==> config.mk <==
export PLATFORM = sky130hd
export DESIGN_NAME = oh_lutram_fifo_ctrl
export DESIGN_NICKNAME = d
export VERILOG_FILES = /design/src/rtl/oh_lutfifo_pkg.sv /design/src/rtl/oh_lutfifo_ostage.sv /design/src/rtl/oh_lutram_fifo_ctrl.sv
export SDC_FILE = /design/constraint.sdc
export NUM_CORES = 1
export LEC_CHECK = 0
export BUFFER_PORTS_ARGS = -buffer_cell sky130_fd_sc_hd__buf_2
export CAP_MARGIN = 20
export CELL_PAD_IN_SITES_DETAIL_PLACEMENT = 2
export CELL_PAD_IN_SITES_GLOBAL_PLACEMENT = 2
export CORE_MARGIN = 4
export CORE_UTILIZATION = 25
export DETAILED_ROUTE_END_ITERATION = 8
export PLACE_DENSITY = 0.94
export SETUP_SLACK_MARGIN = 0.02
export SKIP_CTS_REPAIR_TIMING = 1
export SLEW_MARGIN = 40
export SYNTH_ARGS = -nofsm -noshare
export SYNTH_HDL_FRONTEND = slang
export SYNTH_SLANG_ARGS = --single-unit
==> constraint.sdc <==
create_clock -name clk -period 9.8 [get_ports clk]
set_input_delay 2.45 -clock clk [delete_from_list [all_inputs] [get_ports clk]]
set_output_delay 2.45 -clock clk [all_outputs]
set_load 0.005 [all_outputs]
==> src/rtl/oh_lutfifo_pkg.sv <==
// ---------------------------------------------------------------------------
// oh_lutfifo_pkg
// Shared constants and types for the LUT-RAM FIFO controller.
//   LF_DEPTH      : number of RAM words (32x1 dual-port LUT RAM columns)
//   LF_AW         : RAM address width
//   LF_CW         : occupancy count width (0..33 fits in 6 bits)
//   LF_AFULL_DEF  : default almost-full threshold  (OH_LUTFIFO_FLAGS_EN builds)
//   LF_AEMPTY_DEF : default almost-empty threshold (OH_LUTFIFO_FLAGS_EN builds)
// ---------------------------------------------------------------------------
package oh_lutfifo_pkg;

    localparam int LF_DEPTH      = 32;
    localparam int LF_AW         = 5;
    localparam int LF_CW         = 6;
    localparam int LF_AFULL_DEF  = 28;
    localparam int LF_AEMPTY_DEF = 2;

    // Output register occupancy: either empty or holding one word.
    typedef enum logic {
        OS_EMPTY = 1'b0,
        OS_HOLD  = 1'b1
    } ostage_state_e;

    // Total occupancy = words in RAM + word in the output register.
    function automatic logic [LF_CW-1:0] lf_total(input logic [LF_CW-1:0] mem_count,
                                                  input logic             out_valid);
        return mem_count + {{(LF_CW-1){1'b0}}, out_valid};
    endfunction

endpackage

==> src/rtl/oh_lutfifo_ostage.sv <==
// ---------------------------------------------------------------------------
// oh_lutfifo_ostage
// Output register of the LUT-RAM FIFO. Loads the word presented on the
// combinational RAM read port whenever the RAM has data and the register is
// empty or being drained; drops out_valid on a pop that has nothing to reload.
//   clk, nreset      : clock, asynchronous active-low reset
//   mem_nonempty_i   : RAM holds at least one word
//   out_ready_i      : consumer takes the current word
//   rdata_i [DW]     : combinational RAM read data at rd_ptr
//   load_o           : register loads this cycle (advance rd_ptr)
//   valid_d_o        : next-state out_valid (for next-state count/flags)
//   out_valid_o      : register holds a word
//   out_data_o [DW]  : register contents
// ---------------------------------------------------------------------------
module oh_lutfifo_ostage
    import oh_lutfifo_pkg::*;
#(
    parameter int DW = 32
) (
    input  logic          clk,
    input  logic          nreset,
    input  logic          mem_nonempty_i,
    input  logic          out_ready_i,
    input  logic [DW-1:0] rdata_i,
    output logic          load_o,
    output logic          valid_d_o,
    output logic          out_valid_o,
    output logic [DW-1:0] out_data_o
);

    ostage_state_e state_q, state_d;
    logic [DW-1:0] data_q,  data_d;
    logic          load;

    // NOTE: every variable assigned in always_comb gets a default first, so no
    // path leaves it unassigned and no latch is inferred.
    always_comb begin
        state_d = state_q;
        data_d  = data_q;
        load    = mem_nonempty_i & ((state_q == OS_EMPTY) | out_ready_i);
        if (load) begin
            state_d = OS_HOLD;
            data_d  = rdata_i;
        end else if ((state_q == OS_HOLD) && out_ready_i) begin
            // Pop with nothing behind it; data is left as-is.
            state_d = OS_EMPTY;
        end
    end

    // NOTE: state registers use non-blocking assignments so every flop samples
    // the pre-edge values regardless of block evaluation order.
    always_ff @(posedge clk or negedge nreset) begin
        if (!nreset) begin
            state_q <= OS_EMPTY;
            data_q  <= '0;
        end else begin
            state_q <= state_d;
            data_q  <= data_d;
        end
    end

    assign load_o      = load;
    assign valid_d_o   = (state_d == OS_HOLD);
    assign out_valid_o = (state_q == OS_HOLD);
    assign out_data_o  = data_q;

endmodule

==> src/rtl/oh_lutram_fifo_ctrl.sv <==
// ---------------------------------------------------------------------------
// oh_lutram_fifo_ctrl
// First-word-fall-through FIFO controller around a 32-deep dual-port LUT RAM
// (one 32x1 column per data bit, instantiated by the parent). Drives the RAM
// write port and read address, and registers read data into an output stage.
//   clk, nreset               : clock (also RAM write clock), async active-low reset
//   in_valid/in_data/in_ready : producer handshake
//   out_valid/out_data/out_ready : consumer handshake
//   count [6]                 : occupancy 0..33 (RAM + output register)
//   ram_we/ram_waddr/ram_wdata: RAM write port
//   ram_raddr/ram_rdata       : RAM read address and combinational read data
//   almost_full/almost_empty  : registered thresholds on count
// Build option: OH_LUTFIFO_FLAGS_EN enables the AFULL/AEMPTY parameters and the
// almost_full/almost_empty flags; otherwise both flags are tied low.
// ---------------------------------------------------------------------------
module oh_lutram_fifo_ctrl
    import oh_lutfifo_pkg::*;
#(
    parameter int DW = 32
`ifdef OH_LUTFIFO_FLAGS_EN
    ,
    parameter int AFULL  = LF_AFULL_DEF,
    parameter int AEMPTY = LF_AEMPTY_DEF
`endif
) (
    input  logic             clk,
    input  logic             nreset,
    input  logic             in_valid,
    input  logic [DW-1:0]    in_data,
    output logic             in_ready,
    output logic             out_valid,
    output logic [DW-1:0]    out_data,
    input  logic             out_ready,
    output logic [LF_CW-1:0] count,
    output logic             ram_we,
    output logic [LF_AW-1:0] ram_waddr,
    output logic [DW-1:0]    ram_wdata,
    output logic [LF_AW-1:0] ram_raddr,
    input  logic [DW-1:0]    ram_rdata,
    output logic             almost_full,
    output logic             almost_empty
);

    logic [LF_AW-1:0] wr_ptr_q,    wr_ptr_d;
    logic [LF_AW-1:0] rd_ptr_q,    rd_ptr_d;
    logic [LF_CW-1:0] mem_count_q, mem_count_d;
    logic             push;
    logic             load;
    logic             out_valid_d;

    // Gated by nreset so nothing is accepted while reset is asserted.
    assign in_ready  = nreset & (mem_count_q != LF_CW'(LF_DEPTH));
    assign push      = in_valid & in_ready;

    // Written words always go through the RAM; there is no bypass to the
    // output register, which gives the two-edge fall-through latency.
    assign ram_we    = push;
    assign ram_waddr = wr_ptr_q;
    assign ram_wdata = in_data;
    assign ram_raddr = rd_ptr_q;

    oh_lutfifo_ostage #(
        .DW (DW)
    ) u_ostage (
        .clk            (clk),
        .nreset         (nreset),
        .mem_nonempty_i (mem_count_q != '0),
        .out_ready_i    (out_ready),
        .rdata_i        (ram_rdata),
        .load_o         (load),
        .valid_d_o      (out_valid_d),
        .out_valid_o    (out_valid),
        .out_data_o     (out_data)
    );

    // 5-bit pointers wrap 31 -> 0 on their own; mem_count tells full from empty.
    always_comb begin
        wr_ptr_d    = push ? wr_ptr_q + LF_AW'(1) : wr_ptr_q;
        rd_ptr_d    = load ? rd_ptr_q + LF_AW'(1) : rd_ptr_q;
        mem_count_d = mem_count_q;
        case ({push, load})
            2'b10:   mem_count_d = mem_count_q + LF_CW'(1);
            2'b01:   mem_count_d = mem_count_q - LF_CW'(1);
            default: mem_count_d = mem_count_q;
        endcase
    end

    always_ff @(posedge clk or negedge nreset) begin
        if (!nreset) begin
            wr_ptr_q    <= '0;
            rd_ptr_q    <= '0;
            mem_count_q <= '0;
        end else begin
            wr_ptr_q    <= wr_ptr_d;
            rd_ptr_q    <= rd_ptr_d;
            mem_count_q <= mem_count_d;
        end
    end

    assign count = lf_total(mem_count_q, out_valid);

`ifdef OH_LUTFIFO_FLAGS_EN
    logic [LF_CW-1:0] count_d;
    logic             afull_q;
    logic             aempty_q;

    // Flags are registered from next-state count so they line up with count.
    assign count_d = lf_total(mem_count_d, out_valid_d);

    always_ff @(posedge clk or negedge nreset) begin
        if (!nreset) begin
            afull_q  <= 1'b0;
            aempty_q <= 1'b1;
        end else begin
            afull_q  <= (count_d >= LF_CW'(AFULL));
            aempty_q <= (count_d <= LF_CW'(AEMPTY));
        end
    end

    assign almost_full  = afull_q;
    assign almost_empty = aempty_q;
`else
    logic unused_valid_d;
    assign unused_valid_d = out_valid_d;
    assign almost_full    = 1'b0;
    assign almost_empty   = 1'b0;
`endif

endmodule

==> results.yml <==
worst_hold_path:
  min_to: "u_ostage.out_data_o[14]$_DFFE_PN0P_"
  hp-class: "reg -> reg"
  hold_depth: 2
  hold_start: "u_ostage.out_data_o[14]$_DFFE_PN0P_"
setup_path:
  end_kind: "output port"
  cp.required_ns: 7.35
  worstSetupPathType: "in -> out"
  r2r-end: "mem_count_q[5]$_DFFE_PN0P_"
  reg2reg_from: "mem_count_q[4]$_DFFE_PN0P_"
  cp.arrival_ns: 3.92
  rrSetupSlack_ns: 5.76
  cp-start-kind: "input port"
  cp_max_fo: 51
  reg2regPathDepth: 10
pwr:
  power_density_nw_per_um2: 277.3
  ir_worst_vdd_v: 0.0001017
  p_leak_uw: 0.001545
logic_synthesis:
  ys_types: 33
  synth_edf_count: 0
  synth-compound-area-share: 0.04767
  syn_area_sq_um: 2467
  synth_xor_area_frac: 0.05680
  synth_top_family_by_area: "simple AND/OR/NAND/NOR gates"
  synth_cells: 263
  synth_simple_gate_area_frac: 0.2049
  yosysWarnings: 0
  ys_seq_area_frac: 0.4970
  ys_seq_elements: 49
  synthMuxAreaShare: 0.01369
  synth_top_flop_cell: "dfrtp_1"
  synthAdderAreaFrac: 0.05375
  syn_area_per_cell_sq_um: 9.382
  ys_async_sr_fraction: 1.000
sta:
  hold_viol: 0
  finalSetupViolCount: 0
  period_needed_ns: 6.371
  clock.fmax_mhz: 157.0
  hold_ws_ns: 0.4792
  slew_violations: 0
  skew_ns: 0.006179
  setup_tns_ns: 0
  slew_headroom: 0.5561
  worst_pin_slew_ns: 0.6659
  rsz0062_at_grt: "false"
  post-route-period-util: 0.6501
clocking:
  clkTransAtPathRegs_ns: 0.09
  h-tree-depth: 2
  tritoncts: "yes"
  clk_latency_ns: 0.30
  clockBufferDepth: 2
  clockRootBuffer: "clkbuf_8"
  cts_buffers: 5
  cts.sinks: 49
final_layout:
  drive_gt1_frac: 0.3208
  diodes: 0
  fin_nets: 395
  area_delta_synth_final_pct: 18.31
global_routing:
  antenna_found_initial: 0
  grt.total_usage: 0.1199
  grt_pass1_wl_microns: 11120
  grt_overflow: 0
  grt_pass1_vias: 2195
  grt_max_degree: 52
routing:
  num_vias: 1925
  route.detailed.drc: 0
  vias_per_cell: 4.306
  post_drt_wl_per_cell_microns: 15.04
  routed_wl_microns: 6722
  detail_route.first_pass.iterations: 4
  drtIter0Drc: 49
  drtAntennaViolNets: 0
run_status:
  status: "completed"
floorplan:
  die_y_microns: 107.3
  die_w_microns: 107.3
  dieArea_sq_um: 11520
  initial_core_util: 0.2621
  fp.coreArea_sq_um: 9415
  row_count: 35
  pin_count: 153
placed_design:
  portBuffers: 86
  place_hpwl_microns: 5153
  gp_congestion: 0.7394
job:
  maxCapViolCount: 0
## worst max-delay path: stages
cell     delay, ns
buf_2         0.08
buf_4         0.53
nand2_1       0.13
a31oi_1       0.50
buf_2         0.22
## cells in the mapped netlist, drive strengths merged (3+ instances only)
cell type	n	share of area
a21oi	3	0.0061
buf	40	0.12
dfrtp	49	0.50
ha	9	0.046
inv	4	0.0061
mux2	3	0.014
nand2	105	0.16
nand4	5	0.013
o21ai	4	0.0081
xnor2	12	0.043
xor2	4	0.014
## final cells by class
cell class,count,area [sq um]
fill,1096,6496
sequential,49,1226
multi-input combinational,169,937.1
timing repair buffer,88,445.4
tap,129,161.4
clock buffer,5,68.82
clock inverter,3,65.06
inverter,4,15.01
## cell usage in the layout, fill, tap and decap left out, drive strengths merged
cell,synthesis,final
o211ai,1,1
nor2b,2,2
a21oi,3,3
mux2,3,3
nand3,2,2
nor3b,2,2
nand4b,1,1
a211oi,1,1
xor2,4,4
nor2,1,1
buf,40,88
or4,1,1
o21ai,4,4
o31a,1,1
and3,1,1
nand4,5,5
bufinv,0,2
ha,9,9
nand2,105,105
xnor2,12,12
a2111oi,1,1
conb,1,2
a21o,2,2
o31ai,1,1
a31oi,1,1
clkbuf,2,5
clkinv,0,1
o21bai,1,1
nor4,1,1
inv,4,4
nand2b,1,1
fa,1,1
dfrtp,49,49
## stage by stage
step / area (sq um) / utilization / instances / setup WS [ns] / total power [uW]
after floorplan: 2471 / - / 264 / 4.453 / 519.0
after global placement: 2785 / 0.2958 / 439 / 3.485 / 628.2
after detailed placement: 2785 / 0.2958 / 439 / 3.377 / 656.6
after CTS: 2919 / 0.3100 / 447 / 3.391 / 830.4
after global routing: 2919 / 0.3100 / 447 / 3.210 / 889.0
final: 2919 / 0.3100 / 447 / 3.429 / 809.5
## power by group
part,total [uW],switching (uW),internal [uW],leakage [uW]
logic,301,154,146,0.000887
clock network,169,67.9,101,0.0000681
registers,340,72.1,267,0.000590
## kinds of logic (layout without fill, tap and decap cells)
group,after synthesis,after routing
fa+ha+maj,10,10
xor+xnor,16,16
simple gates,122,122
buf+inv,46,100
mux,3,3
flops,49,49
other cells,1,2
compound gates,16,16
## flip-flops by register name, summed over array words and instances (netlist names)
| register | flops |
|---|---|
| mem_count_q | 6 |
| ram_raddr | 5 |
| u_ostage.out_valid_o | 1 |
| ram_waddr | 5 |
| u_ostage.out_data_o | 32 |
## layer usage
| metal | part of all wire | track usage | routed length, microns |
|---|---|---|---|
| met4 | 0.013 | 0.03607 | 89 |
| met5 | 0 | 0 | 0 |
| met1 | 0.41 | 0.1372 | 2736 |
| met3 | 0.066 | 0.03119 | 441 |
| met2 | 0.51 | 0.2181 | 3454 |
## worst max-delay path by stage
stage,start,to,slack (ns),cells past startpoint
3_3_place_gp,nreset,ram_we,3.49,5
2_1_floorplan,in_valid,ram_we,4.45,2
3_5_place_dp,nreset,ram_we,3.38,5
5_1_grt,nreset,ram_we,3.21,5
6_report,nreset,ram_we,3.43,5
4_1_cts,nreset,ram_we,3.39,5
Note: power is estimated with default switching activity, not from simulation.
